<file path="src/rtl/instruction_fetch_unit_pkg.sv">
// Shared definitions for the instruction fetch unit: FSM encoding and queue sizing.
package instruction_fetch_unit_pkg;

   typedef enum logic [1:0] {
      ST_IDLE   = 2'd0,
      ST_FETCH  = 2'd1,
      ST_DRAIN  = 2'd2,
      ST_HALTED = 2'd3
   } ifu_state_t;

   localparam int QUEUE_DEPTH = 2;
   localparam int HALT_WORD   = 0;

endpackage

</file>
<file path="src/rtl/instruction_fetch_unit_fetch_queue.sv">
// Two-entry FIFO of {word, pc}; entry0 is always the head so the outputs come straight from a register.
module instruction_fetch_unit_fetch_queue
   import instruction_fetch_unit_pkg::*;
#(
   parameter int WIDTH = 42
)(
   input  logic             clk,
   input  logic             rst,
   input  logic             i_push,
   input  logic             i_pop,
   input  logic             i_flush,
   input  logic [WIDTH-1:0] i_data,
   output logic [WIDTH-1:0] o_head,
   output logic [1:0]       o_count,
   output logic             o_valid
);

   logic [WIDTH-1:0] r_entry0;
   logic [WIDTH-1:0] r_entry1;
   logic [1:0]       r_count;
   logic             w_pop;
   logic             w_full;

   assign w_pop  = i_pop && (r_count != 2'd0);
   assign w_full = (r_count == 2'(QUEUE_DEPTH));

   always_ff @(posedge clk) begin
      if (rst) begin
         r_entry0 <= '0;
         r_entry1 <= '0;
         r_count  <= 2'd0;
      end else if (i_flush) begin
         r_count <= 2'd0;
      end else begin
         case ({i_push, w_pop})
            2'b10: begin
               if (!w_full) begin
                  if (r_count == 2'd0) r_entry0 <= i_data;
                  else                 r_entry1 <= i_data;
                  r_count <= r_count + 2'd1;
               end
            end
            2'b01: begin
               // Leave entry0 untouched when emptying so the outputs hold their last value.
               if (r_count == 2'd2) r_entry0 <= r_entry1;
               r_count <= r_count - 2'd1;
            end
            2'b11: begin
               if (r_count == 2'd1) begin
                  r_entry0 <= i_data;
               end else begin
                  r_entry0 <= r_entry1;
                  r_entry1 <= i_data;
               end
            end
            default: ;
         endcase
      end
   end

   assert property (@(posedge clk) disable iff (rst) !(i_push && w_full && !w_pop));

   assign o_head  = r_entry0;
   assign o_count = r_count;
   assign o_valid = (r_count != 2'd0);

endmodule

</file>
<file path="src/rtl/instruction_fetch_unit.sv">
// Fetch sequencer for a 1-cycle synchronous instruction memory: owns the PC, tracks the
// single in-flight read, buffers returns in a 2-entry queue and handles start/redirect/halt.
module instruction_fetch_unit
   import instruction_fetch_unit_pkg::*;
#(
   parameter int DATA_WIDTH   = 32,
   parameter int ADDR_WIDTH   = 10,
   parameter int RESET_PC     = 0,
   parameter bit HALT_ON_ZERO = 1'b1
)(
   input  logic                  clk,
   input  logic                  rst,
   input  logic                  start,
   input  logic                  redirect_valid,
   input  logic [ADDR_WIDTH-1:0] redirect_addr,
   output logic [ADDR_WIDTH-1:0] imem_addr,
   input  logic [DATA_WIDTH-1:0] imem_data,
   output logic                  instr_valid,
   input  logic                  instr_ready,
   output logic [DATA_WIDTH-1:0] instr_out,
   output logic [ADDR_WIDTH-1:0] instr_pc,
   output logic                  busy,
   output logic                  halted,
   output logic [1:0]            dbg_state
);

   localparam int                    QW      = DATA_WIDTH + ADDR_WIDTH;
   localparam logic [ADDR_WIDTH-1:0] PC_INIT = ADDR_WIDTH'(RESET_PC);

   ifu_state_t            r_state;
   logic [ADDR_WIDTH-1:0] r_fetch_pc;
   logic [ADDR_WIDTH-1:0] r_inflight_pc;
   logic                  r_inflight;

   logic                  w_pop;
   logic                  w_push;
   logic                  w_halt_word;
   logic                  w_issue;
   logic [1:0]            w_count;
   logic [2:0]            w_credit;
   logic [QW-1:0]         w_head;

   // Decode handshake: instr_out/instr_pc transfer on a clock edge where instr_valid and
   // instr_ready are both high; while instr_valid is high and instr_ready low the head is
   // held stable and instr_valid cannot drop except through redirect or reset.
   assign w_pop = instr_valid && instr_ready;

   assign w_halt_word = HALT_ON_ZERO && r_inflight && (imem_data == DATA_WIDTH'(HALT_WORD));
   assign w_push      = r_inflight && !w_halt_word && !redirect_valid;

   // Credit: queued + in-flight words after this cycle's pop must leave room for one more.
   assign w_credit = {1'b0, w_count} + {2'b00, r_inflight} - {2'b00, w_pop};
   assign w_issue  = (r_state == ST_FETCH) && !w_halt_word && (w_credit < 3'(QUEUE_DEPTH));

   always_ff @(posedge clk) begin
      if (rst) begin
         r_state       <= ST_IDLE;
         r_fetch_pc    <= PC_INIT;
         r_inflight    <= 1'b0;
         r_inflight_pc <= '0;
      end else if (redirect_valid) begin
         r_state    <= ST_FETCH;
         r_fetch_pc <= redirect_addr;
         r_inflight <= 1'b0;
      end else begin
         r_inflight <= w_issue;
         if (w_issue) begin
            r_inflight_pc <= r_fetch_pc;
            r_fetch_pc    <= r_fetch_pc + ADDR_WIDTH'(1);
         end
         case (r_state)
            ST_IDLE: begin
               if (start) begin
                  r_state    <= ST_FETCH;
                  r_fetch_pc <= PC_INIT;
               end
            end
            ST_FETCH: begin
               if (w_halt_word) r_state <= ST_DRAIN;
            end
            ST_DRAIN: begin
               if (w_count == 2'd0) r_state <= ST_HALTED;
            end
            default: ;
         endcase
      end
   end

   instruction_fetch_unit_fetch_queue #(
      .WIDTH (QW)
   ) u_queue (
      .clk     (clk),
      .rst     (rst),
      .i_push  (w_push),
      .i_pop   (w_pop),
      .i_flush (redirect_valid),
      .i_data  ({imem_data, r_inflight_pc}),
      .o_head  (w_head),
      .o_count (w_count),
      .o_valid (instr_valid)
   );

   assign imem_addr = r_fetch_pc;
   assign instr_out = w_head[QW-1:ADDR_WIDTH];
   assign instr_pc  = w_head[ADDR_WIDTH-1:0];
   assign busy      = (r_state == ST_FETCH) || (r_state == ST_DRAIN);
   assign halted    = (r_state == ST_HALTED);
   assign dbg_state = r_state;

endmodule

</file>
<file path="config.mk">
export PLATFORM = sky130hd
export DESIGN_NAME = instruction_fetch_unit
export DESIGN_NICKNAME = d
export VERILOG_FILES = /design/src/rtl/instruction_fetch_unit_pkg.sv /design/src/rtl/instruction_fetch_unit_fetch_queue.sv /design/src/rtl/instruction_fetch_unit.sv
export SDC_FILE = /design/constraint.sdc
export NUM_CORES = 1
export LEC_CHECK = 0
export BUFFER_PORTS_ARGS = -buffer_cell sky130_fd_sc_hd__buf_2
export CORE_UTILIZATION = 28
export DETAILED_ROUTE_END_ITERATION = 12
export HOLD_SLACK_MARGIN = 0.05
export PLACE_DENSITY = 0.54
export SYNTH_ARGS = -nofsm -noshare
export SYNTH_HDL_FRONTEND = slang
export SYNTH_SLANG_ARGS = --single-unit
</file>
<file path="constraint.sdc">
create_clock -name clk -period 4.2 [get_ports clk]
set_input_delay 0.84 -clock clk [delete_from_list [all_inputs] [get_ports clk]]
set_output_delay 0.84 -clock clk [all_outputs]
set_load 0.05 [all_outputs]
</file>
==> impl_metrics.ini, run 1 <==
[synth]
ys_async_sr_fraction_pct = 0
synth-seq-area-share_pct = 41.2
synthCells = 533
synth_top_area_cell = dfxtp_1
ys_warn_count = 0
synth.area.top_cells = dfxtp_1, a221oi_2, mux2i_1
yosysUniqueCellTypes = 45
synth_area_um2 = 5290
synthFlopType = dfxtp_1
synth_top_area_share_pct = 41.2
syn_nets = 591
ys_ff_latch = 109
synth.avg_cell_area_um2 = 9.93
synth_edf_count = 0

[critical_path]
crit_arrival_ns = 3.65
critPathCaptureType = flop
cp-start-kind = flop
critPathRequiredTime_ns = 4.50
worstSetupPathType = flop to flop
cp_max_fo = 8

[outcome]
status = completed

[routing]
viasPerCell = 4.79
drc = 0
drt_iter0_drc = 193
dr.pass1.iters = 4
via_count = 4088
ant_nets = 0
post_drt_wl_per_cell_um = 15.0
wirelength_um = 12800

[placement]
place_hpwl_um = 8820
numPortBuffers = 103
placed_area_um2 = 5970
place_congestion = 0.781

[sta]
fmax_mhz = 298
skew_ns = 0.00938
setup_viol = 0
fin_crit_sh_pct = 79.8
period_needed_ns = 3.35
fin_setup_tns_ns = 0
tightestPinTransition_ns = 0.691
slew_viol_final = 0
max-slew-margin-rel_pct = 53.6
hold_viol = 0
rsz0062_at_grt = no

[global_route]
grt_max_degree = 53
grt_pass1_wl_um = 20600
gr-total-overflow = 0
grtUsageTotal_pct = 13.4
grt_antenna_before_repair = 0
grt_pass1_vias = 4050

[clocking]
cts_tree = done
clk_latency_ns = 0.35
cts_resized = 0
cts_root_buf = clkbuf_16
cts.sinks = 109
post-cts-setup-buffers = 0
ctsHoldBuffers = 0
h-tree-depth = 3
cts_max_path_buffers = 2
path_clk_slew_ns = 0.08
cts_buffers = 9

[floorplan]
floorplan.initialDensity_pct = 29.1
core_area_um2 = 18200
num_io_pins = 104
die_y_um = 139
num_rows = 49
fp.dieArea_um2 = 19400
die_w_um = 139

[min_path]
hp-class = flop to flop

[layout]
fin_util_pct = 34.5
layout_common_cells = dfxtp_1, buf_2, nor2_1, nand2_1, mux2i_1
drive_gt1_share_pct = 35.2
final_common_cell = dfxtp_1
areaGrowthSynthToFinish_pct = 18.7
fin_area_um2 = 6280
final_nets = 678
insertedDiodeCount = 0

[pwr]
p_int_uw = 1680
p_per_area_nw_per_um2 = 384
p_clk_share_pct = 37.2
peakVddDrop_v = 0.000178
p_sw_share_pct = 30.6
p_comb_share_pct = 17.3
leakage_uw = 0.00277
p_sw_uw = 739
seq_power_share_pct = 45.5

[flow_run]
cap_violations = 0
==> through the flow <==
stage | hold WS (ns) | setup WS, ns | total power, uW | cells
global route | 0.477 | 0.695 | 2540 | 854
CTS | 0.459 | 0.852 | 2460 | 854
finish | 0.456 | 0.846 | 2410 | 854
detailed placement | 0.447 | 0.718 | 1550 | 838
global placement | 0.447 | 0.756 | 1540 | 838
floorplan | 0.457 | 0.867 | 1440 | 533
==> final timing paths <==
kind	from	endpoint	slack (ns)	cells past startpoint
worst min-delay path	u_queue.o_head[41]	u_queue.o_head[41]	0.46	2
worst max register to register	u_queue.o_count[1]	imem_addr[9]	0.85	12
worst min register to register	u_queue.o_head[41]	u_queue.o_head[41]	0.46	2
worst max-delay path	u_queue.o_count[1]	imem_addr[9]	0.85	12
==> layer usage <==
metal	global-route usage, %	up-vias	part of all wire [%]
met5	0	-	0
met4	4.91	0	1.5
met3	3.23	14	3.9
met2	22.2	81	48
met1	16.8	1959	47
li1	-	2034	-
==> worst max-delay path, cell delays in order, from the launching register on <==
cell and delay [ns]:
dfxtp_1 0.47, inv_1 0.12, ha_1 0.22, nor2b_1 0.16, ha_1 0.24, nand2b_1 0.15
fa_1 0.38, xnor2_1 0.13, and3_1 0.20, o31ai_2 0.17, or3_4 0.45, or4_1 0.50
nand3_1 0.11
==> power by group through the flow <==
| stage | Sequential, uW | Combinational (uW) | Clock [uW] |
|---|---|---|---|
| 3_3_place_gp | 1120 | 412 | 0 |
| 6_report | 1100 | 418 | 897 |
| 3_5_place_dp | 1120 | 421 | 0 |
| 5_1_grt | 1110 | 447 | 983 |
| 4_1_cts | 1100 | 423 | 932 |
| 2_1_floorplan | 1230 | 204 | 0 |
==> layout make-up <==
| class | count | area, um2 |
|---|---|---|
| clock buffer | 9 | 225 |
| timing repair buffer | 111 | 628 |
| multi-input combinational | 337 | 2680 |
| fill | 1814 | 11900 |
| sequential | 109 | 2180 |
| tap | 229 | 287 |
| clock inverter | 7 | 87.6 |
| inverter | 52 | 195 |
==> cell usage after synthesis, drive strengths merged, types with 3 or more instances <==
cell,n
nor3,7
inv,51
or4,3
a221oi,42
nand3,8
nor4,8
o211ai,3
a211oi,3
a21oi,44
clkbuf,13
nor2,58
ha,10
buf,22
mux2i,56
nand2,56
xnor2,7
nand4,4
o21ai,10
dfxtp,109
==> cells by family after synthesis <==
family | synth area share [%]
AO/OA/AOI/OAI | 22.2
multiplexers | 10.6
adder cells (fa/ha/maj) | 2.74
AND/OR/NAND/NOR | 13.2
XOR/XNOR | 1.32
buffers and inverters | 8.63
flip-flops | 41.2
==> sequential cells by signal (all words and copies together), names as in the netlist <==
| name | flops |
|---|---|
| dbg_state | 2 |
| imem_addr | 10 |
| r_inflight | 1 |
| r_inflight_pc | 10 |
| u_queue.o_count | 2 |
| u_queue.o_head | 42 |
| u_queue.r_entry1 | 42 |
Power figures use the tool's default switching activity.
==> inputs of run 2 (changes only) <==
--- a/config.mk
+++ b/config.mk
@@ -9,7 +9,7 @@
 export CORE_UTILIZATION = 28
 export DETAILED_ROUTE_END_ITERATION = 12
 export HOLD_SLACK_MARGIN = 0.05
-export PLACE_DENSITY = 0.54
+export PLACE_DENSITY = 0.56
 export SYNTH_ARGS = -nofsm -noshare
 export SYNTH_HDL_FRONTEND = slang
 export SYNTH_SLANG_ARGS = --single-unit
==> constraint.sdc (replaced) <==
create_clock -name clk -period 2.9 [get_ports clk]
set_input_delay 0.58 -clock clk [delete_from_list [all_inputs] [get_ports clk]]
set_output_delay 0.58 -clock clk [all_outputs]
set_load 0.05 [all_outputs]
==> impl_metrics.ini, run 2 (synthesis results as in run 1) <==
[routing]
dr.pass1.iters = 4
drt_iter0_drc = 163
viasPerCell = 4.70
drc = 0
via_count = 4079
post_drt_wl_per_cell_um = 13.9
wirelength_um = 12000
ant_nets = 0

[pwr]
leakage_uw = 0.00286
p_comb_share_pct = 18.1
seq_power_share_pct = 45.9
p_int_uw = 2380
p_sw_uw = 1080
peakVddDrop_v = 0.000271
p_clk_share_pct = 36.0
p_per_area_nw_per_um2 = 536
p_sw_share_pct = 31.2

[sta]
hold_viol = 0
max-slew-margin-rel_pct = 45.8
period_needed_ns = 2.79
tightestPinTransition_ns = 0.812
fin_setup_tns_ns = 0
skew_ns = 0.00848
setup_viol = 0
fmax_mhz = 359
fin_crit_sh_pct = 96.1
rsz0062_at_grt = no
slew_viol_final = 0

[clocking]
cts_buffers = 9
path_clk_slew_ns = 0.08
post-cts-setup-buffers = 0
ctsHoldBuffers = 0
cts_max_path_buffers = 2
cts_root_buf = clkbuf_16
cts_tree = done
h-tree-depth = 3
cts.sinks = 109
clk_latency_ns = 0.35

[critical_path]
slowest_delay_ns = 0.53
critPathCaptureType = flop
worstSetupPathType = flop to flop
crit_chain = inv_2, ha_2, nor2b_4, ha_4, nand2b_4, fa_2, and3_4, o31ai_4, or3_4, or4_1, nand3_1
cp_max_fo = 5
cp-start-kind = flop
crit_arrival_ns = 3.09
critPathRequiredTime_ns = 3.20
slowest_stage = fa_2

[global_route]
grt_max_degree = 63
gr-total-overflow = 0
grt_pass1_vias = 3882
grt_pass1_wl_um = 20000
grtUsageTotal_pct = 12.8
grt_antenna_before_repair = 0

[placement]
numPortBuffers = 103
place_congestion = 0.766
place_hpwl_um = 8220
dp_cells = 852

[flow_run]
cap_violations = 0

[floorplan]
floorplan.initialDensity_pct = 29.1
core_area_um2 = 18200
num_rows = 49
fp.dieArea_um2 = 19400
die_y_um = 139
num_io_pins = 104
die_w_um = 139

[layout]
areaGrowthSynthToFinish_pct = 22.2
final_cells = 868
layout_common_cells = dfxtp_1, buf_2, nor2_1, nand2_1, mux2i_1
final_common_cell = dfxtp_1
final_nets = 692
insertedDiodeCount = 0
drive_gt1_share_pct = 38.3

[outcome]
status = completed

[min_path]
hp-class = input port to flop
==> run 2: final timing paths <==
kind                 startpoint  slack, ns                  to  depth (start not counted)
max          u_queue.o_count[0]       0.11        imem_addr[9]                         11
min            redirect_addr[1]       0.42        imem_addr[1]                          3
max reg2reg  u_queue.o_count[0]       0.11        imem_addr[9]                         11
min reg2reg  u_queue.o_head[27]       0.46  u_queue.o_head[27]                          2
==> run 2: worst max-delay path: cells and delay by family, from the launching register on <==
kind,cells,cell delay (ns)
compound gates,1,0.07
fa+ha+maj,3,0.92
flops,1,0.34
simple gates,6,1.36
buf+inv,1,0.04
==> run 2: timing repair <==
item | in CTS | in global routing
endpoints found under the setup margin | 3 | 3
resized for setup | 1 | 4
pin swaps | 0 | 2
==> run 2: layout make-up <==
class | count | area [um2]
clock buffers | 10 | 239
multi-input cells | 337 | 2730
repair buffers | 125 | 771
well taps | 229 | 287
flip-flops and latches | 109 | 2190
clock inverters | 6 | 57.6
fillers | 1848 | 11700
inverters | 52 | 195
==> run 2: through the flow <==
step	instance area, um2	total power, uW	utilization, %	worst slack (ns)	hold slack (ns)
after detailed placement	6150	2250	33.8	-0.143	0.447
after global placement	6150	2250	33.8	-0.0837	0.449
after global routing	6460	3640	35.5	0.0193	0.415
after floorplan	5330	2090	-	0.000782	0.457
after CTS	6450	3530	35.4	0.0184	0.394
final	6460	3460	35.5	0.112	0.419
==> run 2: power by group through the flow <==
stage	Sequential, uW	Clock [uW]	Combinational, uW
CTS	1590	1310	630
floorplan	1790	0	302
global placement	1630	0	626
finish	1590	1250	626
global route	1600	1370	672
detailed placement	1630	0	627
==> run 2: routing by layer <==
metal  up-vias  share of wire (%)  track usage, %  wire [um]
met4         0               0.83            4.04        100
met3         8                3.9            3.13        466
met2        75                 45            20.1       5460
met5         -                  0               0          0
met1      1925                 50            17.3       6000
li1       2071                  -               -          -
